`src/rtl/swerv_types.sv`:
```
// Shared SweRV bus types: read-arbiter FSM states and the master grant index.
// Pure types and constants, so there is no latency and no backpressure.
package swerv_types;

    typedef enum logic [1:0] {
        IDLE = 2'd0,
        ADDR = 2'd1,
        DATA = 2'd2
    } rd_state_e;

    // Index 0 is the IFU (m0) and index 1 is the LSU (m1).
    typedef logic gnt_idx_t;

    localparam gnt_idx_t GNT_M0 = 1'b0;
    localparam gnt_idx_t GNT_M1 = 1'b1;

    function automatic gnt_idx_t onehot_to_idx(input logic [1:0] oh);
        return oh[1];
    endfunction

endpackage

```
`src/rtl/swerv_rr_arb2.sv`:
```
// Two-way round-robin arbiter: combinational and zero latency; on a tie it favours the requester not served last.
// Holds no state and has no backpressure; the caller owns the last-grant register.
module swerv_rr_arb2
    import swerv_types::*;
(
    input  logic [1:0] req,
    input  gnt_idx_t   last,
    output logic [1:0] gnt
);

    always_comb begin
        gnt = 2'b00;
        case (req)
            2'b01:   gnt = 2'b01;
            2'b10:   gnt = 2'b10;
            2'b11:   gnt = (last == GNT_M1) ? 2'b01 : 2'b10;
            default: gnt = 2'b00;
        endcase
    end

endmodule

```
`src/rtl/swerv_axi_rd_arb.sv`:
```
// Arbitrates the IFU and LSU AXI read channels onto one slave port, one burst at a time; address reaches the slave 1 cycle after grant.
// R beats pass combinationally, so the slave sees the granted master's rready; the other master waits in IDLE-only arbitration.
module swerv_axi_rd_arb
    import swerv_types::*;
#(
    parameter int ID_W = 3,
    parameter int DW   = 64
) (
    input  logic            clk,
    input  logic            rst,

    input  logic            m0_arvalid,
    output logic            m0_arready,
    input  logic [ID_W-1:0] m0_arid,
    input  logic [31:0]     m0_araddr,
    input  logic [7:0]      m0_arlen,
    input  logic [2:0]      m0_arsize,
    input  logic [1:0]      m0_arburst,
    output logic            m0_rvalid,
    input  logic            m0_rready,
    output logic [ID_W-1:0] m0_rid,
    output logic [DW-1:0]   m0_rdata,
    output logic [1:0]      m0_rresp,
    output logic            m0_rlast,

    input  logic            m1_arvalid,
    output logic            m1_arready,
    input  logic [ID_W-1:0] m1_arid,
    input  logic [31:0]     m1_araddr,
    input  logic [7:0]      m1_arlen,
    input  logic [2:0]      m1_arsize,
    input  logic [1:0]      m1_arburst,
    output logic            m1_rvalid,
    input  logic            m1_rready,
    output logic [ID_W-1:0] m1_rid,
    output logic [DW-1:0]   m1_rdata,
    output logic [1:0]      m1_rresp,
    output logic            m1_rlast,

    output logic            s_arvalid,
    input  logic            s_arready,
    output logic [ID_W:0]   s_arid,
    output logic [31:0]     s_araddr,
    output logic [7:0]      s_arlen,
    output logic [2:0]      s_arsize,
    output logic [1:0]      s_arburst,
    input  logic            s_rvalid,
    output logic            s_rready,
    input  logic [ID_W:0]   s_rid,
    input  logic [DW-1:0]   s_rdata,
    input  logic [1:0]      s_rresp,
    input  logic            s_rlast,

    output logic            prot_err
);

    rd_state_e       state_q, state_d;
    gnt_idx_t        grant_q, grant_d;
    logic [ID_W-1:0] arid_q, arid_d;
    logic [31:0]     araddr_q, araddr_d;
    logic [7:0]      arlen_q, arlen_d;
    logic [2:0]      arsize_q, arsize_d;
    logic [1:0]      arburst_q, arburst_d;
    logic [7:0]      cnt_q, cnt_d;
    logic            prot_err_q, prot_err_d;

    logic [1:0]      arb_gnt;
    logic            beat;

    // grant_q doubles as the last-grant history once the burst is done.
    swerv_rr_arb2 u_arb (
        .req  ({m1_arvalid, m0_arvalid}),
        .last (grant_q),
        .gnt  (arb_gnt)
    );

    assign s_arid    = {grant_q, arid_q};
    assign s_araddr  = araddr_q;
    assign s_arlen   = arlen_q;
    assign s_arsize  = arsize_q;
    assign s_arburst = arburst_q;

    assign m0_rid   = s_rid[ID_W-1:0];
    assign m0_rdata = s_rdata;
    assign m0_rresp = s_rresp;
    assign m0_rlast = s_rlast;
    assign m1_rid   = s_rid[ID_W-1:0];
    assign m1_rdata = s_rdata;
    assign m1_rresp = s_rresp;
    assign m1_rlast = s_rlast;

    assign prot_err = prot_err_q;
    assign beat     = s_rvalid & s_rready;

    always_comb begin
        state_d    = state_q;
        grant_d    = grant_q;
        arid_d     = arid_q;
        araddr_d   = araddr_q;
        arlen_d    = arlen_q;
        arsize_d   = arsize_q;
        arburst_d  = arburst_q;
        cnt_d      = cnt_q;
        prot_err_d = prot_err_q;
        m0_arready = 1'b0;
        m1_arready = 1'b0;
        s_arvalid  = 1'b0;
        s_rready   = 1'b0;
        m0_rvalid  = 1'b0;
        m1_rvalid  = 1'b0;

        case (state_q)
            IDLE: begin
                if (|arb_gnt) begin
                    grant_d    = onehot_to_idx(arb_gnt);
                    m0_arready = arb_gnt[0];
                    m1_arready = arb_gnt[1];
                    arid_d     = arb_gnt[1] ? m1_arid    : m0_arid;
                    araddr_d   = arb_gnt[1] ? m1_araddr  : m0_araddr;
                    arlen_d    = arb_gnt[1] ? m1_arlen   : m0_arlen;
                    arsize_d   = arb_gnt[1] ? m1_arsize  : m0_arsize;
                    arburst_d  = arb_gnt[1] ? m1_arburst : m0_arburst;
                    state_d    = ADDR;
                end
            end
            ADDR: begin
                s_arvalid = 1'b1;
                if (s_arready) begin
                    cnt_d   = arlen_q;
                    state_d = DATA;
                end
            end
            DATA: begin
                s_rready  = (grant_q == GNT_M1) ? m1_rready : m0_rready;
                m0_rvalid = (grant_q == GNT_M0) & s_rvalid;
                m1_rvalid = (grant_q == GNT_M1) & s_rvalid;
                if (beat) begin
                    // Beat count and rlast must agree; the slave's rlast still ends the burst.
                    if (s_rlast != (cnt_q == 8'd0)) prot_err_d = 1'b1;
                    if (s_rid[ID_W] != grant_q)     prot_err_d = 1'b1;
                    if (cnt_q != 8'd0)              cnt_d      = cnt_q - 8'd1;
                    if (s_rlast)                    state_d    = IDLE;
                end
            end
            default: state_d = IDLE;
        endcase

        if (rst) begin
            m0_arready = 1'b0;
            m1_arready = 1'b0;
            s_arvalid  = 1'b0;
            s_rready   = 1'b0;
            m0_rvalid  = 1'b0;
            m1_rvalid  = 1'b0;
        end
    end

    always_ff @(posedge clk) begin
        if (rst) begin
            state_q    <= IDLE;
            grant_q    <= GNT_M1;
            arid_q     <= '0;
            araddr_q   <= '0;
            arlen_q    <= '0;
            arsize_q   <= '0;
            arburst_q  <= '0;
            cnt_q      <= '0;
            prot_err_q <= 1'b0;
        end else begin
            state_q    <= state_d;
            grant_q    <= grant_d;
            arid_q     <= arid_d;
            araddr_q   <= araddr_d;
            arlen_q    <= arlen_d;
            arsize_q   <= arsize_d;
            arburst_q  <= arburst_d;
            cnt_q      <= cnt_d;
            prot_err_q <= prot_err_d;
        end
    end

endmodule
```
`config.mk`:
```
export PLATFORM = sky130hd
export DESIGN_NAME = swerv_axi_rd_arb
export DESIGN_NICKNAME = d
export VERILOG_FILES = /design/src/rtl/swerv_types.sv /design/src/rtl/swerv_rr_arb2.sv /design/src/rtl/swerv_axi_rd_arb.sv
export SDC_FILE = /design/constraint.sdc
export NUM_CORES = 1
export LEC_CHECK = 0
export BUFFER_PORTS_ARGS = -buffer_cell sky130_fd_sc_hd__buf_2
export CORE_AREA = 4 4 142 144
export DETAILED_ROUTE_END_ITERATION = 16
export DIE_AREA = 0 0 146 148
export PLACE_DENSITY = 0.57
export SLEW_MARGIN = 20
export SYNTH_ARGS = -nofsm -noshare
export SYNTH_HDL_FRONTEND = slang
export SYNTH_SLANG_ARGS = --single-unit
```
`constraint.sdc`:
```
create_clock -name clk -period 1.65 [get_ports clk]
set_input_delay 0.33 -clock clk [delete_from_list [all_inputs] [get_ports clk]]
set_output_delay 0.33 -clock clk [all_outputs]
set_load 0.02 [all_outputs]
```
# Word level (Yosys, flattened, before mapping)
# Cells that the tools add are included.
dict set report word_totals {
  register_bits 60
  elab_cells 69
}
dict set report classes {
  add_sub_neg 1
  n_eq_ne 12
  mux 33
  n_bitwise 4
  n_reduce_logical 10
}
# operator n
set ops {}
lappend ops {{$mux 32} 1}
lappend ops {{$mux 8} 4}
lappend ops {{$mux 1} 17}
lappend ops {{$pmux 8 s2} 1}
lappend ops {{$mux 2} 6}
lappend ops {{$pmux 2 s3} 2}
lappend ops {{$ne 2x2->1 const B} 5}
lappend ops {{$logic_not 8->1} 1}
lappend ops {{$reduce_and 4->1} 2}
lappend ops {{$reduce_bool 8->1} 1}
lappend ops {{$sub 8x1->8 const B} 1}
lappend ops {{$eq 2x2->1 const B} 3}
lappend ops {{$mux 3} 2}
lappend ops {{$eq 2x1->1 const B} 2}
lappend ops {{$reduce_bool 2->1} 2}
lappend ops {{$and 1x1->1} 3}
lappend ops {{$reduce_and 3->1} 1}
lappend ops {{$logic_not 2->1} 1}
lappend ops {{$ne 1x1->1} 2}
lappend ops {{$reduce_and 2->1} 1}
lappend ops {{$reduce_or 2->1} 1}
lappend ops {{$not 1->1} 1}

# Logic depth before layout (Yosys ltp)
dict set report depth {
  depth_word 6
  depth_mapped 8
}

# Modules after synthesis
# From an unflattened synthesis, not the netlist that was laid out.
dict set report unflattened {
  hier_cells 458
  area_unflattened_um2 3940.0
}
# module n_inst cells_per_inst area_each_um2 seq_area_each_um2
set modules_own_cells {}
lappend modules_own_cells {swerv_axi_rd_arb 1 455 3921.3 1201.2}
lappend modules_own_cells {swerv_rr_arb2 1 3 18.8 0.0}

# Least setup slack after synthesis
# OpenSTA, ideal clock, no wires.
dict set report synth_timing {
  path_type {flip-flop to output port}
  from {register grant_q}
  to {output port m1_arready}
  arrival_ns 1.613
  required_ns 1.320
  path_slack_ns -0.293
  stages_incl_launch_ff 6
  path_buffers 3
  path_cell_list {dfxtp_1 buf_4 a21bo_2 buf_2 buf_1 nor4_1}
}
dict set report synth_between {
  elab_chain_cells 6
}
# element line_no
set synth_lines {}
lappend synth_lines {{start: declaration} swerv_axi_rd_arb.sv:58} ;# gnt_idx_t grant_q, grant_d;
lappend synth_lines {{start signal: assignment} swerv_axi_rd_arb.sv:171} ;# grant_q <= grant_d;
lappend synth_lines {{$mux 2 (*)} swerv_rr_arb2.sv:16} ;# 2'b11: gnt = (last == GNT_M1) ? 2'b01 : 2'b10;
lappend synth_lines {{$pmux 2 s3 (*)} swerv_rr_arb2.sv:13} ;# case (req)
lappend synth_lines {{$reduce_or 2->1} swerv_axi_rd_arb.sv:114} ;# if (|arb_gnt) begin
lappend synth_lines {{$mux 1 (*)} swerv_axi_rd_arb.sv:114}
lappend synth_lines {{$mux 1 (*)} swerv_axi_rd_arb.sv:112} ;# case (state_q)
lappend synth_lines {{$mux 1 (*)} swerv_axi_rd_arb.sv:148} ;# if (rst) begin
lappend synth_lines {{end: declaration} swerv_axi_rd_arb.sv:27} ;# output logic m1_arready,
# Every way passes the cells marked *; elsewhere a longest branch is shown, timed or not.

# Worst setup path in the final report
# Ends and elaborated chain as after synthesis.

==> run summary <==
Routed wire length per instance - 16.2 µm
Critical path endpoint category - output pin
Cell type with the largest total area after synthesis - dfxtp_1
Worst-Margin Slew - 0.321 ns
Vias - 3433
TritonCTS buffer count - 9
Worst Hold End - s_araddr[22]$_SDFFE_PP0P_
Most frequent cell after synthesis - buf_4
Dpl cells - 762
EDFF count, synth - 0
Mean area per synthesized cell - 7.80 µm²
Most common library cells after synthesis - buf_4, nand2_1, dfxtp_1
Tcrit/Tclk final - 0.997
VDD IR max - 0.453 mV
Worst EP required - 1.32 ns
Initial Util - 0.212
GRT Overall Usage - 0.113
DIE AREA - 0.0216 mm²
Top cells by area, synth - dfxtp_1, buf_4, nand2_1, a311oi_1, nor2_1
Nets - 724
Outcome - complete, no violations
Hold_buf cts - 0
Final setup viols - 0
CTS max path bufs - 2
WL final - 12.7 mm
Routed Antenna Nets - 0
Synthesized area - 0.00397 mm²
Max Freq - 608 MHz
Layout cell share with drive strength beyond 1 - 0.440
Chip width - 146 µm
Overflow after GRT - 0
Clock Sinks - 60
Tmin final - 1.64 ns
Hold path startpoint - m0_araddr[22]
Critical path class - reg2out
CTS tree - built
Routed vias/inst - 4.37
Routability Congestion - 0.764
Final HPWL DP - 9.87 mm
Site Rows - 50
Top cell type's share of synthesized area - 0.302
Core area - 0.0187 mm²
Slew margin rel. - 0.786
Max-slew violations - 0
R2R cell count - 7
Reg2Reg Setup Slack - 0.06 ns
Synth cell types - 42
Worst-path maximum fanout - 5
Post-synthesis register bit count - 60
PD cells - 1090 mW/mm²
Final Non-Filler Cells - 786
Hold crit path type - in2reg
Clk slew on worst S/H paths - 0.05 ns
Router iterations before antenna repair - 4
Final hold vios - 0
Initial antenna violation count - 0
Pin count of the biggest net entering global routing - 35
Total Power - 0.00508 W
RR Startpoint - cnt_q[0]$_SDFFE_PP0P_
Inserted Diodes - 0
Synth Net Count - 686
# Max-Cap Violations - 0
RSZ-0062 raised after global routing - true
Post-Syn Instances - 509
Worst Hold Path Cells - 3
Ports - 371
P&R area growth vs syn - 17.7%
Leak Pwr - 2.12 nW
Port bufs - 163
First-pass GRT wire length - 19.2 mm
Warnings from Yosys - 0
Clk root buf - clkbuf_16
Worst r2r dst - cnt_q[5]$_SDFFE_PP0P_
Ys async rst share - 0
DRC violations left - 0
Arrival @ worst endpoint - 1.31 ns
First DRT Iteration DRCs - 192
Skew-Pair Late Insertion Delay - 0.33 ns
Vias in the first global route - 3346
Main synth FF type - dfxtp_1
Register area share after synthesis - 0.302
Post-route clock skew - 0.00336 ns
H-tree depth - 3
CP startpoint kind - flip-flop
Die span in y - 148 µm
-- registers in the layout, summed over array words and instances, names as in the netlist, 2 cells and up --
signal	flops
cnt_q	8
s_arsize	3
state_q	2
s_araddr	32
s_arburst	2
s_arlen	8
arid_q	3
-- what timing repair did --
| item | in CTS | in global routing |
|---|---|---|
| gates resized for setup | 14 | 8 |
| buffers inserted | 4 | 4 |
| pin swaps | 2 | 2 |
| hold endpoints to repair | 0 | 0 |
| endpoints found under the setup margin | 6 | 10 |
-- kinds of logic (layout without fill, tap and decap cells) --
logic type | after synthesis | count (layout) | share of synthesized area
buf+inv | 178 | 221 | 0.309
simple gates | 173 | 173 | 0.188
compound gates | 94 | 94 | 0.190
flops | 60 | 60 | 0.302
fa+ha+maj | 2 | 2 | 0.00630
xor+xnor | 1 | 1 | 0.00221
mux | 1 | 1 | 0.00252
-- how the worst max path moves through the flow --
stage	slack, ns	startpoint	endpoint	depth (start not counted)
2_1_floorplan	-0.06	grant_q$_SDFFE_PP1P_	m1_arready	5
3_3_place_gp	0.05	rst	cnt_q[5]$_SDFFE_PP0P_	6
3_5_place_dp	0.03	rst	cnt_q[5]$_SDFFE_PP0P_	6
4_1_cts	-0.02	grant_q$_SDFFE_PP1P_	m1_arready	4
5_1_grt	-0.08	grant_q$_SDFFE_PP1P_	m1_arready	4
6_report	0.005	grant_q$_SDFFE_PP1P_	m1_arready	4
-- critical path, cell delays in order (launching register included) --
cell	delay, ns
dfxtp_2	0.33
buf_6	0.12
a21bo_4	0.21
nor4_4	0.14
buf_4	0.18
-- metal layers --
layer,vias to the layer above,track usage,wire (µm)
met3,52,0.0503,1280
li1,1669,-,-
met5,-,0,0
met1,1527,0.120,4790
met2,185,0.187,6130
met4,0,0.0649,543
-- layout by cell type (no fill, tap or decap), types with 3 or more instances in the layout --
master and count:
buf_2 158, nand2_1 100, dfxtp_1 55, nor2_1 50, a311oi_1 41, buf_4 31
a21oi_1 23, clkbuf_16 10, o32ai_2 6, buf_6 5, buf_12 5, a22oi_1 4
o21ai_0 4, a32oi_1 4, inv_1 3, nor3_1 3, dfxtp_2 3
-- stage by stage --
stage	setup WS [ns]	hold slack, ns	TNS [ns]	cell area, µm²	utilization
after floorplan	-0.0629	0.439	-0.0629	4020	-
after global placement	0.0526	0.436	0	4220	0.225
after detailed placement	0.0331	0.449	0	4220	0.225
after CTS	-0.0166	0.183	-0.0166	4610	0.246
after global routing	-0.0809	0.212	-0.119	4670	0.250
final	0.00535	0.204	0	4670	0.250
-- where the power goes --
group | internal [W] | switching, W | total [W] | leakage, nW
sequential | 0.00162 | 0.000108 | 0.00173 | 0.498
combinational | 0.000563 | 0.000775 | 0.00134 | 1.47
clock | 0.00130 | 0.000714 | 0.00201 | 0.157
-- layout make-up --
| type | instances | area [µm²] |
|---|---|---|
| sequential | 60 | 1210 |
| timing repair buffer | 199 | 1180 |
| fill | 2074 | 14000 |
| tap | 234 | 293 |
| clock buffer | 11 | 264 |
| multi-input combinational | 271 | 1650 |
| inverter | 6 | 22.5 |
| clock inverter | 5 | 56.3 |
No activity file was read; power rests on OpenSTA's default activity.
